### src/rtl/bit_serializer.sv
// Parallel-to-serial front end: shifts WIDTH-bit words out MSB-first over a valid/ready handshake.
// Optional even-parity bit after each word when SER_PARITY_EN is defined.
module bit_serializer #(
   parameter int   WIDTH      = 8,
   parameter logic IDLE_LEVEL = 1'b0
) (
   input  logic             clk,
   input  logic             reset_n,
   input  logic [WIDTH-1:0] din,
   input  logic             din_valid,
   output logic             din_ready,
   output logic             x_out,
   output logic             x_valid,
   output logic             busy,
   output logic             done
);

   localparam int CW = $clog2(WIDTH + 1);

`ifdef SER_PARITY_EN
   typedef enum logic [1:0] {IDLE, SHIFT, PARITY} state_t;
   logic par;
`else
   typedef enum logic {IDLE, SHIFT} state_t;
`endif

   state_t           state;
   logic [WIDTH-1:0] shreg;
   logic [CW-1:0]    cnt;
   logic             xfer;

   // done marks the final bit cycle, which is exactly when a new word may be accepted.
   assign din_ready = reset_n && (state == IDLE || done);
   assign xfer      = din_valid && din_ready;

   // NOTE: every register here uses <= so all state updates see pre-edge values.
   always_ff @(posedge clk or negedge reset_n) begin
      if (!reset_n) begin
         state   <= IDLE;
         shreg   <= '0;
         cnt     <= '0;
         x_out   <= IDLE_LEVEL;
         x_valid <= 1'b0;
         busy    <= 1'b0;
         done    <= 1'b0;
`ifdef SER_PARITY_EN
         par     <= 1'b0;
`endif
      end else if (xfer) begin
         state   <= SHIFT;
         shreg   <= din;
         cnt     <= CW'(WIDTH);
         x_out   <= din[WIDTH-1];
         x_valid <= 1'b1;
         busy    <= 1'b1;
         done    <= 1'b0;
`ifdef SER_PARITY_EN
         par     <= ^din;
`endif
      end else if (state == SHIFT) begin
         shreg <= {shreg[WIDTH-2:0], 1'b0};
         cnt   <= cnt - CW'(1);
         if (cnt == CW'(1)) begin
`ifdef SER_PARITY_EN
            state <= PARITY;
            x_out <= par;
            done  <= 1'b1;
`else
            state   <= IDLE;
            x_out   <= IDLE_LEVEL;
            x_valid <= 1'b0;
            busy    <= 1'b0;
            done    <= 1'b0;
`endif
         end else begin
            // Outputs are precomputed one edge ahead so they leave the flops glitch-free.
            x_out <= shreg[WIDTH-2];
`ifndef SER_PARITY_EN
            done  <= (cnt == CW'(2));
`endif
         end
      end
`ifdef SER_PARITY_EN
      else if (state == PARITY) begin
         state   <= IDLE;
         x_out   <= IDLE_LEVEL;
         x_valid <= 1'b0;
         busy    <= 1'b0;
         done    <= 1'b0;
      end
`endif
   end

endmodule

### config.mk
export PLATFORM = sky130hd
export DESIGN_NAME = bit_serializer
export DESIGN_NICKNAME = d
export VERILOG_FILES = /design/src/rtl/bit_serializer.sv
export SDC_FILE = /design/constraint.sdc
export NUM_CORES = 1
export LEC_CHECK = 0
export ABC_AREA = 1
export ABC_CLOCK_PERIOD_IN_PS = 1300
export BUFFER_PORTS_ARGS = -buffer_cell sky130_fd_sc_hd__buf_2
export CAP_MARGIN = 5
export CORE_MARGIN = 4
export CORE_UTILIZATION = 40
export DETAILED_ROUTE_END_ITERATION = 8
export PLACE_DENSITY = 0.65
export SYNTH_ARGS = -nofsm -noshare
export SYNTH_HDL_FRONTEND = slang
export SYNTH_SLANG_ARGS = --single-unit
### constraint.sdc
create_clock -name clk -period 1.3 [get_ports clk]
set_input_delay 0.065 -clock clk [delete_from_list [all_inputs] [get_ports clk]]
set_output_delay 0.065 -clock clk [all_outputs]
set_load 0.05 [all_outputs]
==> results of run 1 <==
[where the power goes]
part	total [mW]	leakage (nW)	switching, mW	internal [mW]
clock network	0.269	0.0150	0.150	0.119
registers	0.819	0.186	0.150	0.669
logic	1.14	0.369	0.730	0.413
total	2.23	0.569	1.03	1.20
[worst min-delay path, stage by stage]
cell     delay (ps)
buf_2            70
nand3_1          60
nand2_1          60
[registers in the layout, summed over array words and instances (netlist names)]
signal / cells
done: 1
cnt: 4
busy: 1
shreg: 7
x_out: 1
state: 1
[kinds of logic (layout without fill, tap and decap cells)]
group	Yosys count	after routing	synth area share
simple gates	58	58	0.3221
buf+inv	22	42	0.1227
flops	15	15	0.4601
compound gates	5	5	0.03834
fa+ha+maj	3	3	0.04602
xor+xnor	1	1	0.01074
[per-stage QoR]
step / total power [mW] / hold slack (ps) / setup TNS, ps / utilization
after floorplan: 1.687 / -230.6 / -288.8 / -
after global placement: 1.929 / -108.4 / 0 / 0.4858
after detailed placement: 1.953 / -108.3 / 0 / 0.4858
after CTS: 2.257 / 4.797 / 0 / 0.5097
after global routing: 2.443 / 42.10 / 0 / 0.5097
final: 2.231 / 8.694 / 0 / 0.5097
[final cells by class]
cell class	count	area (sq um)	share of cell area
flip-flops and latches	15	376.6	0.3805
clock buffers	4	26.28	0.02655
inverters	16	60.06	0.06068
well taps	27	33.78	0.03413
multi-input cells	67	347.8	0.3515
repair buffers	22	145.1	0.1466
[worst paths after layout]
| path | end | slack (ps) | cells past startpoint |
|---|---|---|---|
| hold reg to reg | cnt[3]$_DFFE_PN0P_ | 500 | 2 |
| min in group asynchronous | shreg[5]$_DFFE_PN0P_ | 120 | 2 |
| setup reg to reg | cnt[3]$_DFFE_PN0P_ | 120 | 5 |
| setup / recovery | din_ready | 50 | 2 |
| max in group asynchronous | done$_DFFE_PN0P_ | 780 | 3 |
| hold / removal | shreg[0]$_DFFE_PN0P_ | 9 | 3 |
[cell usage in the layout, fill, tap and decap left out]
master         count
nand3_1           26
nand2_1           26
inv_1             14
dfrtp_1           14
buf_2             14
buf_4              6
o21ai_1            4
nor2_1             3
ha_1               3
clkbuf_4           3
inv_2              2
a21boi_4           1
nand3_2            1
nand3b_1           1
xor2_1             1
nand4_1            1
clkbuf_1           1
dfrtp_2            1
dlygate4sd3_1      1
buf_12             1
[per-layer routing]
metal	global-route usage	vias up	wire length, um
li1	-	368	-
met1	0.1672	331	766
met2	0.2252	16	773
met3	0.03099	2	87
met4	0.08085	0	10
met5	0	-	0
[timing repair]
action,4_1_cts,5_1_grt
resized for setup,1,0
hold buffers,1,0
endpoints found under the hold margin,15,0
buffers inserted,1,0
setup endpoints to repair,1,0
==> flow_metrics.py, run 1 <==
metrics = {
    "critical_path": {
        "worstSetupPathType": "reg -> out",
        "crit_required_ps": 1240,
        "cp_slowest_cell": "dfrtp_1",
        "cp-end-kind": "primary output",
        "max_stage_delay_ps": 500,
        "cp_max_fo": 9,
        "crit_chain": "a21boi_4 > buf_4",
        "cp-start-kind": "flip-flop",
        "crit_buf_inv": 1,
        "crit_start": "state$_DFF_PN0_",
        "path_delay_family": "flip-flops",
        "arrival_ps": 1180,
        "rr_startpoint": "state$_DFF_PN0_",
    },
    "yosys": {
        "yosys_register_bits": 15,
        "synth_cell_types": 15,
        "synth_top_flop_cell": "dfrtp_1",
        "synth_edf_count": 0,
        "syn-num-nets": 118,
        "synthTopCellsByCount": "26 x nand2_1, 26 x nand3_1, 15 x dfrtp_1, 15 x inv_1",
        "synth_top_area_frac": 0.4601,
        "synth_top_area_cell": "dfrtp_1",
        "synthTopCellsByArea": "dfrtp_1 46%, nand3_1 16%, nand2_1 12%, inv_1 6.9%, ha_1 4.6%",
        "ys_warn_count": 0,
        "seq_area_frac_synth": 0.4601,
        "avgSynthCellArea_sq_um": 7.844,
        "async_flop_share": 1.000,
        "syn-cell-area_sq_um": 815.8,
        "synthCells": 104,
    },
    "clock_tree": {
        "cts_tree": "built",
        "root_buffer": "clkbuf_4",
        "clockBufferDepth": 2,
        "cts.sinks": 15,
        "numCtsBuffers": 3,
        "htreeDepth": 1,
        "clk_pin_slew_ps": 90,
        "clkLatencyLatePin_ps": 280,
    },
    "sta": {
        "rsz0062_at_grt": "false",
        "hold_viol": 0,
        "tightest_slew_ps": 314.6,
        "finalMaxSlewViolations": 0,
        "finalCritPeriodShare": 0.9613,
        "fmax_ghz": 0.8002,
        "post-route-min-period_ps": 1250,
        "relSlewSlack": 0.7902,
        "setup_ws_ps": 50.26,
        "fin_worst_skew_ps": 0.4581,
        "setup_viol": 0,
    },
    "floorplanning": {
        "rows": 16,
        "die_area_sq_um": 2826,
        "die_w_um": 53.16,
        "io_pins": 16,
        "core_sq_um": 1942,
        "initial_utilization": 0.4201,
        "chipHeight_um": 53.16,
    },
    "finish": {
        "drive_gt1_frac": 0.2339,
        "diodes": 0,
        "finalNetCount": 139,
        "area_growth_pct": 21.32,
        "n_fill_cell": 204,
        "stdcell_count": 151,
        "fin_area_sq_um": 989.7,
    },
    "global_routing": {
        "grt_pass1_wl_um": 2815,
        "grtUsageTotal": 0.1391,
        "grt_max_degree": 18,
        "gr-total-overflow": 0,
        "antenna_found_initial": 0,
        "grt_pass1_vias": 673,
    },
    "worst_hold_path": {
        "hp-class": "in -> reg",
        "holdCritStartpoint": "din[0]",
    },
    "power_and_ir_drop": {
        "p_leak_nw": 0.5695,
        "ir_worst_vdd_uv": 860.4,
        "p_per_area_nw_per_um2": 2255,
    },
    "drt": {
        "drc_errors": 0,
        "ant_nets": 0,
        "drt_iter0_drc": 19,
        "avgRoutedWirePerCell_um": 10.84,
        "post_drt_via_cell_ratio": 4.748,
        "firstDrtPassIters": 4,
        "via_count": 717,
        "wl_um": 1637,
    },
    "place": {
        "gp_congestion": 0.7875,
        "port_buffers": 15,
        "dp_slack_ps": 121.9,
        "place_hpwl_um": 1210,
        "dp_cells": 145,
        "dpl_cell_area_sq_um": 943.4,
    },
    "status": {
        "status": "finished clean",
    },
    "run": {
        "drv_cap": 0,
    },
}
Power figures use the tool's default switching activity.
==> run 2, diff against run 1 <==
--- a/config.mk
+++ b/config.mk
@@ -5,7 +5,6 @@
 export SDC_FILE = /design/constraint.sdc
 export NUM_CORES = 1
 export LEC_CHECK = 0
-export ABC_AREA = 1
 export ABC_CLOCK_PERIOD_IN_PS = 1300
 export BUFFER_PORTS_ARGS = -buffer_cell sky130_fd_sc_hd__buf_2
 export CAP_MARGIN = 5
==> run 2 against run 1 <==
Effect of this change: combinational power rose by 18%; synthesized cell count fell by 38%; sequential cell count did not move; routed wire length rose by 2.7%; global-route usage fell by 0.82 points; register-to-register slack got worse by 90 ps; non-clock buffer count rose by 6; largest power group unchanged.
==> flow_metrics.py, run 2 <==
metrics = {
    "floorplanning": {
        "rows": 15,
        "io_pins": 16,
        "chipHeight_um": 52.95,
        "die_w_um": 52.95,
        "die_area_sq_um": 2804,
        "initial_utilization": 0.4440,
        "core_sq_um": 1821,
    },
    "clock_tree": {
        "clk_pin_slew_ps": 90,
        "clockBufferDepth": 2,
        "numCtsBuffers": 3,
        "cts.sinks": 15,
        "clkLatencyLatePin_ps": 280,
        "htreeDepth": 1,
        "root_buffer": "clkbuf_4",
        "cts_tree": "built",
    },
    "place": {
        "dpl_cell_area_sq_um": 925.9,
        "place_hpwl_um": 1077,
        "gp_congestion": 0.7596,
        "dp_cells": 108,
        "port_buffers": 15,
    },
    "finish": {
        "reg_top3": "shreg (7), cnt (4)",
        "multiInputGateArea_sq_um": 410.4,
        "ff_latch_area_sq_um": 377.9,
        "area_growth_pct": 28.02,
        "post-route-util": 0.5684,
        "fin_area_sq_um": 1035,
        "final_cell_mix": "14 x buf_2, 13 x dfrtp_1, 13 x buf_4",
        "top_register": "shreg",
        "largest_reg_flops": 7,
        "final_common_cell": "buf_2",
        "drive_gt1_frac": 0.5761,
        "n_fill_cell": 172,
        "diodes": 0,
        "finalNetCount": 107,
        "stdcell_count": 117,
    },
    "yosys": {
        "synth_top_area_frac": 0.4644,
        "synthTopCellsByCount": "15 x dfrtp_1, 11 x mux2_2, 4 x nand2_1, 4 x nor2_1",
        "syn-cell-area_sq_um": 808.3,
        "ys_warn_count": 0,
        "yosysMostFrequentCell": "dfrtp_1",
        "synthCells": 65,
        "avgSynthCellArea_sq_um": 12.44,
        "synthTopCellsByArea": "dfrtp_1 46%, mux2_2 15%, mux2_4 5.6%, ha_1 4.6%, buf_6 2.8%",
        "synth_top_flop_cell": "dfrtp_1",
        "synth_edf_count": 0,
        "synth_top_area_cell": "dfrtp_1",
        "async_flop_share": 1.000,
        "synth_cell_types": 25,
        "syn-num-nets": 79,
        "yosys_register_bits": 15,
        "seq_area_frac_synth": 0.4644,
    },
    "power_and_ir_drop": {
        "p_leak_nw": 0.4998,
        "p_per_area_nw_per_um2": 2349,
        "ir_worst_vdd_uv": 1433,
        "finalPower_mw": 2.430,
    },
    "sta": {
        "setup_viol": 0,
        "post-route-min-period_ps": 1269,
        "rsz0062_at_grt": "true",
        "finalCritPeriodShare": 0.9763,
        "hold_viol": 0,
        "relSlewSlack": 0.5400,
        "finalMaxSlewViolations": 0,
        "fmax_ghz": 0.7879,
        "fin_worst_skew_ps": 7.240,
        "tightest_slew_ps": 687.8,
    },
    "drt": {
        "ant_nets": 0,
        "firstDrtPassIters": 4,
        "via_count": 551,
        "post_drt_via_cell_ratio": 4.709,
        "drt_iter0_drc": 6,
        "wl_um": 1682,
        "avgRoutedWirePerCell_um": 14.38,
        "drc_errors": 0,
    },
    "global_routing": {
        "gr-total-overflow": 0,
        "grt_max_degree": 16,
        "grtUsageTotal": 0.1308,
        "grt_pass1_wl_um": 2615,
        "grt_pass1_vias": 592,
        "antenna_found_initial": 0,
    },
    "critical_path": {
        "reg2reg_slack_ps": 30,
        "cp_max_fo": 9,
        "cp_slowest_cell": "dfrtp_2",
        "arrival_ps": 1430,
        "rr_startpoint": "state$_DFF_PN0_",
        "path_delay_family": "flip-flops",
        "cp-start-kind": "flip-flop",
        "worstSetupPathType": "reg -> reg",
        "crit_buf_inv": 0,
        "crit_chain": "nand2b_4 > and3_4 > mux2_2",
        "max_stage_delay_ps": 450,
        "crit_required_ps": 1460,
        "cp-end-kind": "flip-flop",
        "ff2ff_path_depth": 3,
        "reg2reg_to": "shreg[5]$_DFFE_PN0P_",
    },
    "worst_hold_path": {
        "hp-class": "in -> reg",
        "min_delay_path_depth": 2,
        "whs_endpoint": "shreg[3]$_DFFE_PN0P_",
        "holdCritStartpoint": "din[3]",
    },
    "status": {
        "status": "finished clean",
    },
    "run": {
        "drv_cap": 0,
    },
}
-- run 2: changes by cell type after synthesis, sizes merged, moves of 2 or more --
cell    delta
nand2b     +3
a21o       +2
o21ai      -4
mux2      +14
xnor2      +2
inv       -13
nand2     -22
nand3     -27
-- run 2: final cells by class --
cell class | count | share of cell area
sequential | 15 | 0.3652
inverter | 3 | 0.01088
timing repair buffer | 28 | 0.1717
tap | 25 | 0.03023
multi-input combinational | 42 | 0.3966
clock buffer | 4 | 0.02539
-- run 2: per-stage QoR --
stage	setup WS (ps)	hold WS [ps]	setup TNS, ps
6_report	30.82	10.22	0
5_1_grt	-12.66	5.341	-20.07
4_1_cts	13.43	3.013	0
3_5_place_dp	-114.8	50.10	-935.3
3_3_place_gp	-94.42	47.37	-829.2
2_1_floorplan	-187.5	-230.6	-1128
-- run 2: cell families after synthesis --
family | Yosys count | share of synthesized area
AO/OA/AOI/OAI | 5 | 0.04179
XOR/XNOR | 3 | 0.03251
adder cells (fa/ha/maj) | 3 | 0.04644
buffers and inverters | 8 | 0.07584
flip-flops | 15 | 0.4644
multiplexers | 14 | 0.2090
AND/OR/NAND/NOR | 17 | 0.1300
-- run 2: routing by layer --
metal	routed length [um]	GRT usage
met5	0	0
met4	5	0.02553
met3	94	0.05352
met2	885	0.2376
met1	696	0.1414
-- run 2: worst max path at each step --
stage	cells past startpoint	from	to	slack, ps
2_1_floorplan	5	done$_DFFE_PN0P_	shreg[0]$_DFFE_PN0P_	-190
3_3_place_gp	4	state$_DFF_PN0_	cnt[1]$_DFFE_PN0P_	-90
3_5_place_dp	3	state$_DFF_PN0_	shreg[4]$_DFFE_PN0P_	-110
4_1_cts	3	state$_DFF_PN0_	shreg[3]$_DFFE_PN0P_	10
5_1_grt	5	cnt[1]$_DFFE_PN0P_	x_out$_DFFE_PN0P_	-10
6_report	3	state$_DFF_PN0_	shreg[5]$_DFFE_PN0P_	30
-- run 2: repair_timing --
action,in CTS,in global routing
setup endpoints to repair,15,7
hold endpoints to repair,15,0
pin swaps,0,2
gates resized for setup,6,6
hold buffers,1,0
buffers inserted,4,0
-- run 2: where the power goes --
part	total (mW)	internal (mW)	switching (mW)
Sequential	0.830	0.662	0.168
Clock	0.257	0.119	0.138
Combinational	1.34	0.697	0.646
